[config.mk]
export PLATFORM = sky130hd
export DESIGN_NAME = cipher_round_ctrl
export DESIGN_NICKNAME = d
export VERILOG_FILES = /design/src/rtl/cipher_round_ctrl.sv
export SDC_FILE = /design/constraint.sdc
export NUM_CORES = 1
export LEC_CHECK = 0
export CELL_PAD_IN_SITES_DETAIL_PLACEMENT = 1
export CELL_PAD_IN_SITES_GLOBAL_PLACEMENT = 1
export CORE_AREA = 4 4 109 111
export CTS_CLUSTER_DIAMETER = 30
export DETAILED_ROUTE_END_ITERATION = 12
export DIE_AREA = 0 0 113 115
export PLACE_DENSITY_LB_ADDON = 0.2
export SLEW_MARGIN = 5
export SYNTH_ARGS = -nofsm -noshare
export SYNTH_HDL_FRONTEND = slang
export SYNTH_SLANG_ARGS = --single-unit
[constraint.sdc]
create_clock -name clk -period 2.9 [get_ports clk]
set_clock_uncertainty 0.2 [all_clocks]
set_input_delay 0.58 -clock clk [delete_from_list [all_inputs] [get_ports clk]]
set_output_delay 0.58 -clock clk [all_outputs]
set_load 0.005 [all_outputs]
[src/rtl/cipher_round_ctrl.sv]
// Iterative 16-bit XOR/rotate cipher sequencer: IDLE -> RUN (ROUNDS clocks) -> DONE.
// Optional CIPHER_ZEROIZE_EN clears key, state and out_data on the result handshake.
module cipher_round_ctrl #(
    parameter int unsigned ROUNDS = 4,
    parameter int unsigned ROT    = 3
) (
    input  logic        clk,
    input  logic        rst,
    input  logic        in_valid,
    output logic        in_ready,
    input  logic [15:0] in_data,
    input  logic [15:0] in_key,
    input  logic        in_decrypt,
    output logic        out_valid,
    input  logic        out_ready,
    output logic [15:0] out_data,
    output logic        busy,
    output logic [3:0]  round_idx
);

    typedef enum logic [1:0] {
        IDLE,
        RUN,
        DONE
    } state_t;

    localparam logic [3:0] ROT_AMT    = 4'(ROT % 16);
    localparam logic [3:0] DEC_ROT    = 4'(((ROUNDS - 1) * ROT) % 16);
    localparam logic [3:0] LAST_ROUND = 4'(ROUNDS - 1);

    state_t      state;
    logic [15:0] st_q;
    logic [15:0] key_q;
    logic        dec_q;
    logic [15:0] st_next;
    logic [15:0] key_next;

    function automatic logic [15:0] rotl16(input logic [15:0] x, input logic [3:0] n);
        logic [31:0] t;
        t = {x, x} << n;
        return t[31:16];
    endfunction

    function automatic logic [15:0] rotr16(input logic [15:0] x, input logic [3:0] n);
        logic [31:0] t;
        t = {x, x} >> n;
        return t[15:0];
    endfunction

    // Decrypt undoes the encrypt round: un-rotate first, then remove the key.
    always_comb begin
        st_next  = st_q;
        key_next = key_q;
        if (dec_q) begin
            st_next  = rotr16(st_q, 4'd1) ^ key_q;
            key_next = rotr16(key_q, ROT_AMT);
        end else begin
            st_next  = rotl16(st_q ^ key_q, 4'd1);
            key_next = rotl16(key_q, ROT_AMT);
        end
    end

    always_ff @(posedge clk or posedge rst) begin
        if (rst) begin
            state     <= IDLE;
            st_q      <= '0;
            key_q     <= '0;
            dec_q     <= 1'b0;
            in_ready  <= 1'b1;
            out_valid <= 1'b0;
            out_data  <= '0;
            busy      <= 1'b0;
            round_idx <= '0;
        end else begin
            case (state)
                IDLE: begin
                    if (in_valid) begin
                        st_q      <= in_data;
                        dec_q     <= in_decrypt;
                        key_q     <= in_decrypt ? rotl16(in_key, DEC_ROT) : in_key;
                        round_idx <= '0;
                        in_ready  <= 1'b0;
                        busy      <= 1'b1;
                        state     <= RUN;
                    end
                end
                RUN: begin
                    st_q  <= st_next;
                    key_q <= key_next;
                    if (round_idx == LAST_ROUND) begin
                        out_data  <= st_next;
                        out_valid <= 1'b1;
                        round_idx <= '0;
                        state     <= DONE;
                    end else begin
                        round_idx <= round_idx + 4'd1;
                    end
                end
                DONE: begin
                    if (out_ready) begin
                        out_valid <= 1'b0;
                        busy      <= 1'b0;
                        in_ready  <= 1'b1;
                        state     <= IDLE;
`ifdef CIPHER_ZEROIZE_EN
                        st_q      <= '0;
                        key_q     <= '0;
                        out_data  <= '0;
`endif
                    end
                end
                default: begin
                    state     <= IDLE;
                    in_ready  <= 1'b1;
                    out_valid <= 1'b0;
                    busy      <= 1'b0;
                    round_idx <= '0;
                end
            endcase
        end
    end

endmodule

==> impl_metrics.yaml, run 1 <==
timing:
  slew_violations: 0
  tns_ns: 0
  period_minus_slack_ns: 2.14
  relSlewSlack_pct: 39.6
  period_share_pct: 73.9
  setup_viol: 0
  worst_slack_ns: 0.757
  hold_violations: 0
  maxClockFrequency_ghz: 0.467
  rsz0062_at_grt: "no"
  tightest_slew_ns: 0.905
worst_setup_path:
  arrival_ns: 1.36
  r2r_cells: 3
  critPathKind: "register to primary output"
  cp_slowest_cell: "dfstp_2"
  worstReg2RegStart: "state[0]"
  crit_buf_inv: 1
  r2r-end: "st_q[0]"
  start_kind: "register"
  cp_data_required_time_ns: 2.12
  crit_fanout: 3
  r2r_slack_ns: 0.81
  worstSetupEndpointType: "primary output"
  crit_family: "flip-flops"
  crit_chain: "clkdlybuf4s50_1"
  max_stage_delay_ns: 0.54
placed_design:
  dpl.hpwl_um: 7210
  dp_slack_ns: 0.524
  place_area_mm2: 0.00427
  portBuffers: 59
  dp_cells: 529
  place.gp.congestion: 0.762
clocking:
  cts_sinks: 58
  postCtsHoldBufs: 0
  cts_tree: "built"
  ctsResizeCount: 0
  clk_latency_ns: 0.33
  htree_levels: 3
  postCtsSetupRepairBufs: 0
  numCtsBuffers: 9
  clockBufferDepth: 2
  path_clk_slew_ns: 0.06
  clock-root-buffer: "clkbuf_8"
drt:
  ant_nets: 0
  routed_wl_um: 10100
  firstDrtPassIters: 4
  vias: 2812
  avgViaCountPerCell: 5.17
  remaining_drc_errors: 0
  drt_iter0_drc: 118
  wl_per_cell_um: 18.5
synth:
  synth_cells: 345
  ys_seq_area_share_pct: 41.1
  syn-num-nets: 383
  synth-seq-cells: 58
  syn_area_mm2: 0.00353
  yosys_warnings: 0
  avgSynthCellArea_um2: 10.2
  synthDistinctLibCells: 36
floorplan:
  design.core.area_mm2: 0.0108
  die-area_mm2: 0.0130
  fp-row-count: 38
  initial_core_util_pct: 32.7
  die_x_um: 113
  io_pins: 60
  die_height_um: 115
final_layout:
  diodes: 0
  drive_above_1_share_pct: 15.6
  fillers: 1209
  area_growth_pct: 26.7
  final_cell_mix: "clkdlybuf4s50_1 (59), dfrtp_1 (57), nor2b_1 (31)"
  nets: 438
  final_cells: 544
  design_area_mm2: 0.00448
  layout_commonest_cell: "clkdlybuf4s50_1"
min_path:
  hold_depth: 1
  hold_end: "out_data[6]"
  hold_start: "out_data[6]"
  hp-class: "register to register"
grt:
  grt_pass1_vias: 3087
  grt_pass1_wl_um: 16700
  track_usage_pct: 16.3
  grt_overflow_total: 0
  antenna_found_initial: 0
  grt_max_degree: 41
job:
  cap_violations: 0
status:
  status: "finished clean"
pwr:
  power_density_mw_per_mm2: 1250
  p_leak_uw: 0.00176
  ir_worst_vdd_v: 0.000322
## report_power, final
group	switching, uW	internal [uW]	total [uW]
logic	1340	1630	2970
registers	583	1250	1830
clock network	319	462	781
## how the worst max path moves through the flow
| stage | start | cells after the start | to |
|---|---|---|---|
| after floorplan | rst | 1 | busy |
| after global placement | in_decrypt | 4 | key_q[0] |
| after detailed placement | in_decrypt | 4 | key_q[0] |
| after CTS | in_ready | 1 | in_ready |
| after global routing | state[0] | 3 | key_q[9] |
| final | in_ready | 1 | in_ready |
## routing by layer
metal | global-route usage, % | share of wire, % | vias up
li1 | - | - | 1362
met1 | 22.6 | 49 | 1384
met2 | 26.2 | 46 | 61
met3 | 3.89 | 3.9 | 5
met4 | 3.21 | 0.77 | 0
met5 | 0 | 0 | -
## state kept, by name, summed over array words and instances (netlist names)
| register | count |
|---|---|
| key_q | 16 |
| state | 2 |
| in_ready | 1 |
| st_q | 16 |
| round_idx | 4 |
| dec_q | 1 |
| out_valid | 1 |
| busy | 1 |
| out_data | 16 |
## cells by family (layout without fill, tap and decap cells)
kind of cell    Yosys count  count (layout)  share of synthesized area [%]
buf+inv                  36              95                           4.78
xor+xnor                 33              33                           8.18
fa+ha+maj                 1               1                          0.354
simple gates             89              89                           14.3
mux                      36              36                           11.5
compound gates           92              92                           19.7
flops                    58              58                           41.1
## Yosys cell counts (all sizes together)
| cell | number | area, um2 |
|---|---|---|
| a211oi | 30 | 225 |
| a21bo | 2 | 20.0 |
| a21oi | 6 | 30.0 |
| a221oi | 2 | 17.5 |
| a22o | 1 | 8.76 |
| a32o | 2 | 20.0 |
| buf | 18 | 100 |
| clkbuf | 10 | 38.8 |
| dfrtp | 57 | 1430 |
| dfstp | 1 | 26.3 |
| ha | 1 | 12.5 |
| inv | 8 | 30.0 |
| mux2 | 17 | 218 |
| mux2i | 19 | 190 |
| nand2 | 18 | 75.1 |
| nand2b | 2 | 12.5 |
| nand3 | 2 | 10.0 |
| nor2 | 19 | 71.3 |
| nor2b | 31 | 194 |
| nor3b | 15 | 124 |
| nor4bb | 2 | 20.0 |
| o21a | 2 | 15.0 |
| o21ai | 14 | 70.1 |
| o21bai | 1 | 7.51 |
| o221a | 12 | 135 |
| o22ai | 3 | 18.8 |
| o31ai | 17 | 128 |
| xnor2 | 28 | 245 |
| xor2 | 5 | 43.8 |
## layout make-up
class                           count  area [um2]  share of cell area, %
Tap cell                          140         175                   3.91
Sequential cell                    58        1450                   32.4
Inverter                            8        30.0                  0.671
Multi-Input combinational cell    251        1920                   42.8
Clock inverter                      2        35.0                  0.782
Clock buffer                       13         169                   3.77
Timing Repair Buffer               72         701                   15.6
## metrics by stage
stage	hold WS, ns	utilization, %	power [uW]
floorplan	0.281	-	3830
global placement	0.286	39.6	4750
detailed placement	0.295	39.6	4840
CTS	0.310	41.5	5670
global route	0.326	41.5	6040
finish	0.304	41.5	5590
(Power assumes the default switching activity.)
==> run 2, diff against run 1 <==
==> constraint.sdc (replaced) <==
create_clock -name clk -period 2.2 [get_ports clk]
set_clock_uncertainty 0.2 [all_clocks]
set_input_delay 0.44 -clock clk [delete_from_list [all_inputs] [get_ports clk]]
set_output_delay 0.44 -clock clk [all_outputs]
set_load 0.005 [all_outputs]
==> run 2 against run 1 <==
  * Count of clock-buffer cells in the layout is the same
  * Total power is 29% higher
  * Register-to-register slack worse by 0.55 ns
  * First-iteration DRC count decreased by 4.2%
  * Sequential power is 30% higher
  * Setup slack got worse by 0.57 ns
  * Critical path depth unchanged
  * Combinational power is 35% higher
  * Sequential share of layout area shrank 0.072 points
  * Hold slack worse by 0.011 ns
  * Cell count grew 1.1%
  * Global-route usage is 0.069 points lower
  * Largest cell class unchanged
  * Highest routed layer unchanged
==> impl_metrics.yaml, run 2 (same netlist as run 1, synthesis figures left out) <==
clocking:
  postCtsHoldBufs: 0
  clock-root-buffer: "clkbuf_8"
  htree_levels: 3
  clk_latency_ns: 0.34
  cts_tree: "built"
  ctsResizeCount: 0
  cts_sinks: 58
  clockBufferDepth: 2
  path_clk_slew_ns: 0.07
  postCtsSetupRepairBufs: 0
  numCtsBuffers: 9
timing:
  slew_violations: 0
  relSlewSlack_pct: 57.4
  rsz0062_at_grt: "no"
  period_minus_slack_ns: 2.01
  hold_violations: 0
  maxClockFrequency_ghz: 0.497
  tns_ns: 0
  setup_viol: 0
  tightest_slew_ns: 0.639
  period_share_pct: 91.4
final_layout:
  fillers: 1200
  largestRegisters: "key_q: 16 flops, out_data: 16 flops, st_q: 16 flops"
  nets: 443
  fin_util_pct: 41.6
  multi_input_area_mm2: 0.00192
  regArea_mm2: 0.00145
  drive_above_1_share_pct: 16.3
  design_area_mm2: 0.00449
  final_cell_mix: "clkdlybuf4s50_1 (59), dfrtp_1 (57), nor2b_1 (31)"
  area_growth_pct: 27.0
  diodes: 0
  layout_commonest_cell: "clkdlybuf4s50_1"
min_path:
  hp-class: "input port to async pin"
pwr:
  ir_worst_vdd_v: 0.000464
  p_leak_uw: 0.00177
  power_density_mw_per_mm2: 1610
drt:
  vias: 2847
  ant_nets: 0
  remaining_drc_errors: 0
  wl_per_cell_um: 18.3
  drt_iter0_drc: 113
  avgViaCountPerCell: 5.18
  routed_wl_um: 10100
  firstDrtPassIters: 4
worst_setup_path:
  start_kind: "register"
  arrival_ns: 1.37
  cp_slowest_cell: "dfstp_2"
  max_stage_delay_ns: 0.54
  worstSetupEndpointType: "primary output"
  crit_chain: "clkdlybuf4s50_1"
  crit_fanout: 3
  critPathKind: "register to primary output"
  cp_data_required_time_ns: 1.56
  crit_family: "flip-flops"
  crit_buf_inv: 1
grt:
  grt_max_degree: 59
  antenna_found_initial: 0
  track_usage_pct: 16.2
  grt_pass1_wl_um: 16500
  grt_pass1_vias: 3029
  grt_overflow_total: 0
placed_design:
  place.gp.congestion: 0.790
  dpl.hpwl_um: 7350
  place_area_mm2: 0.00432
  portBuffers: 59
floorplan:
  die_height_um: 115
  die-area_mm2: 0.0130
  initial_core_util_pct: 32.7
  design.core.area_mm2: 0.0108
  io_pins: 60
  fp-row-count: 38
  die_x_um: 113
job:
  cap_violations: 0
status:
  status: "finished clean"
==> run 2: cell count changes in the layout (fill, tap and decap cells not counted) <==
| cell | previous run | this run |
|---|---|---|
| clkinv_2 | 1 | 3 |
| buf_4 | 12 | 16 |
| clkbuf_1 | 1 | 3 |
| buf_12 | 1 | 2 |
| bufinv_16 | 1 | 0 |
| clkbuf_8 | 12 | 10 |
==> run 2: layout make-up <==
cell class	instances	share of cell area, %
clock buffer	13	3.32
multi-input combinational	251	42.7
timing repair buffer	77	16.7
tap	140	3.90
sequential	58	32.4
clock inverter	3	0.335
inverter	8	0.669
==> run 2: report_power, final <==
part / switching [uW] / total, uW / internal [uW]
clock: 420 / 854 / 435
combinational: 1820 / 4010 / 2190
sequential: 716 / 2370 / 1650
==> run 2: metrics by stage <==
step,total power (uW),std cells,setup WS (ns),hold WS (ns)
finish,7230,550,0.190,0.293
global route,7820,550,0.124,0.320
CTS,7330,550,0.164,0.293
detailed placement,6450,534,0.0658,0.294
global placement,6300,534,0.130,0.286
floorplan,5050,345,0.134,0.281
==> run 2: metal layers <==
layer / global-route usage [%] / part of all wire (%)
met1: 22.1 / 49
met2: 26.2 / 47
met3: 2.47 / 2.7
met4: 6.09 / 1.4
met5: 0 / 0
==> run 2: worst paths after layout <==
kind	end	depth (start not counted)	from	slack, ns
max	in_ready	1	in_ready	0.19
min	out_data[6]	3	rst	0.29
max reg2reg	out_data[11]	4	round_idx[0]	0.26
min reg2reg	in_ready	2	in_ready	0.30
max in group asynchronous	in_ready	3	rst	1.21
min in group clk	in_ready	2	in_ready	0.30
==> run 2: worst min-delay path: stages <==
cell	delay [ns]
clkdlybuf4s50_1	0.41
inv_2	0.07
buf_12	0.29
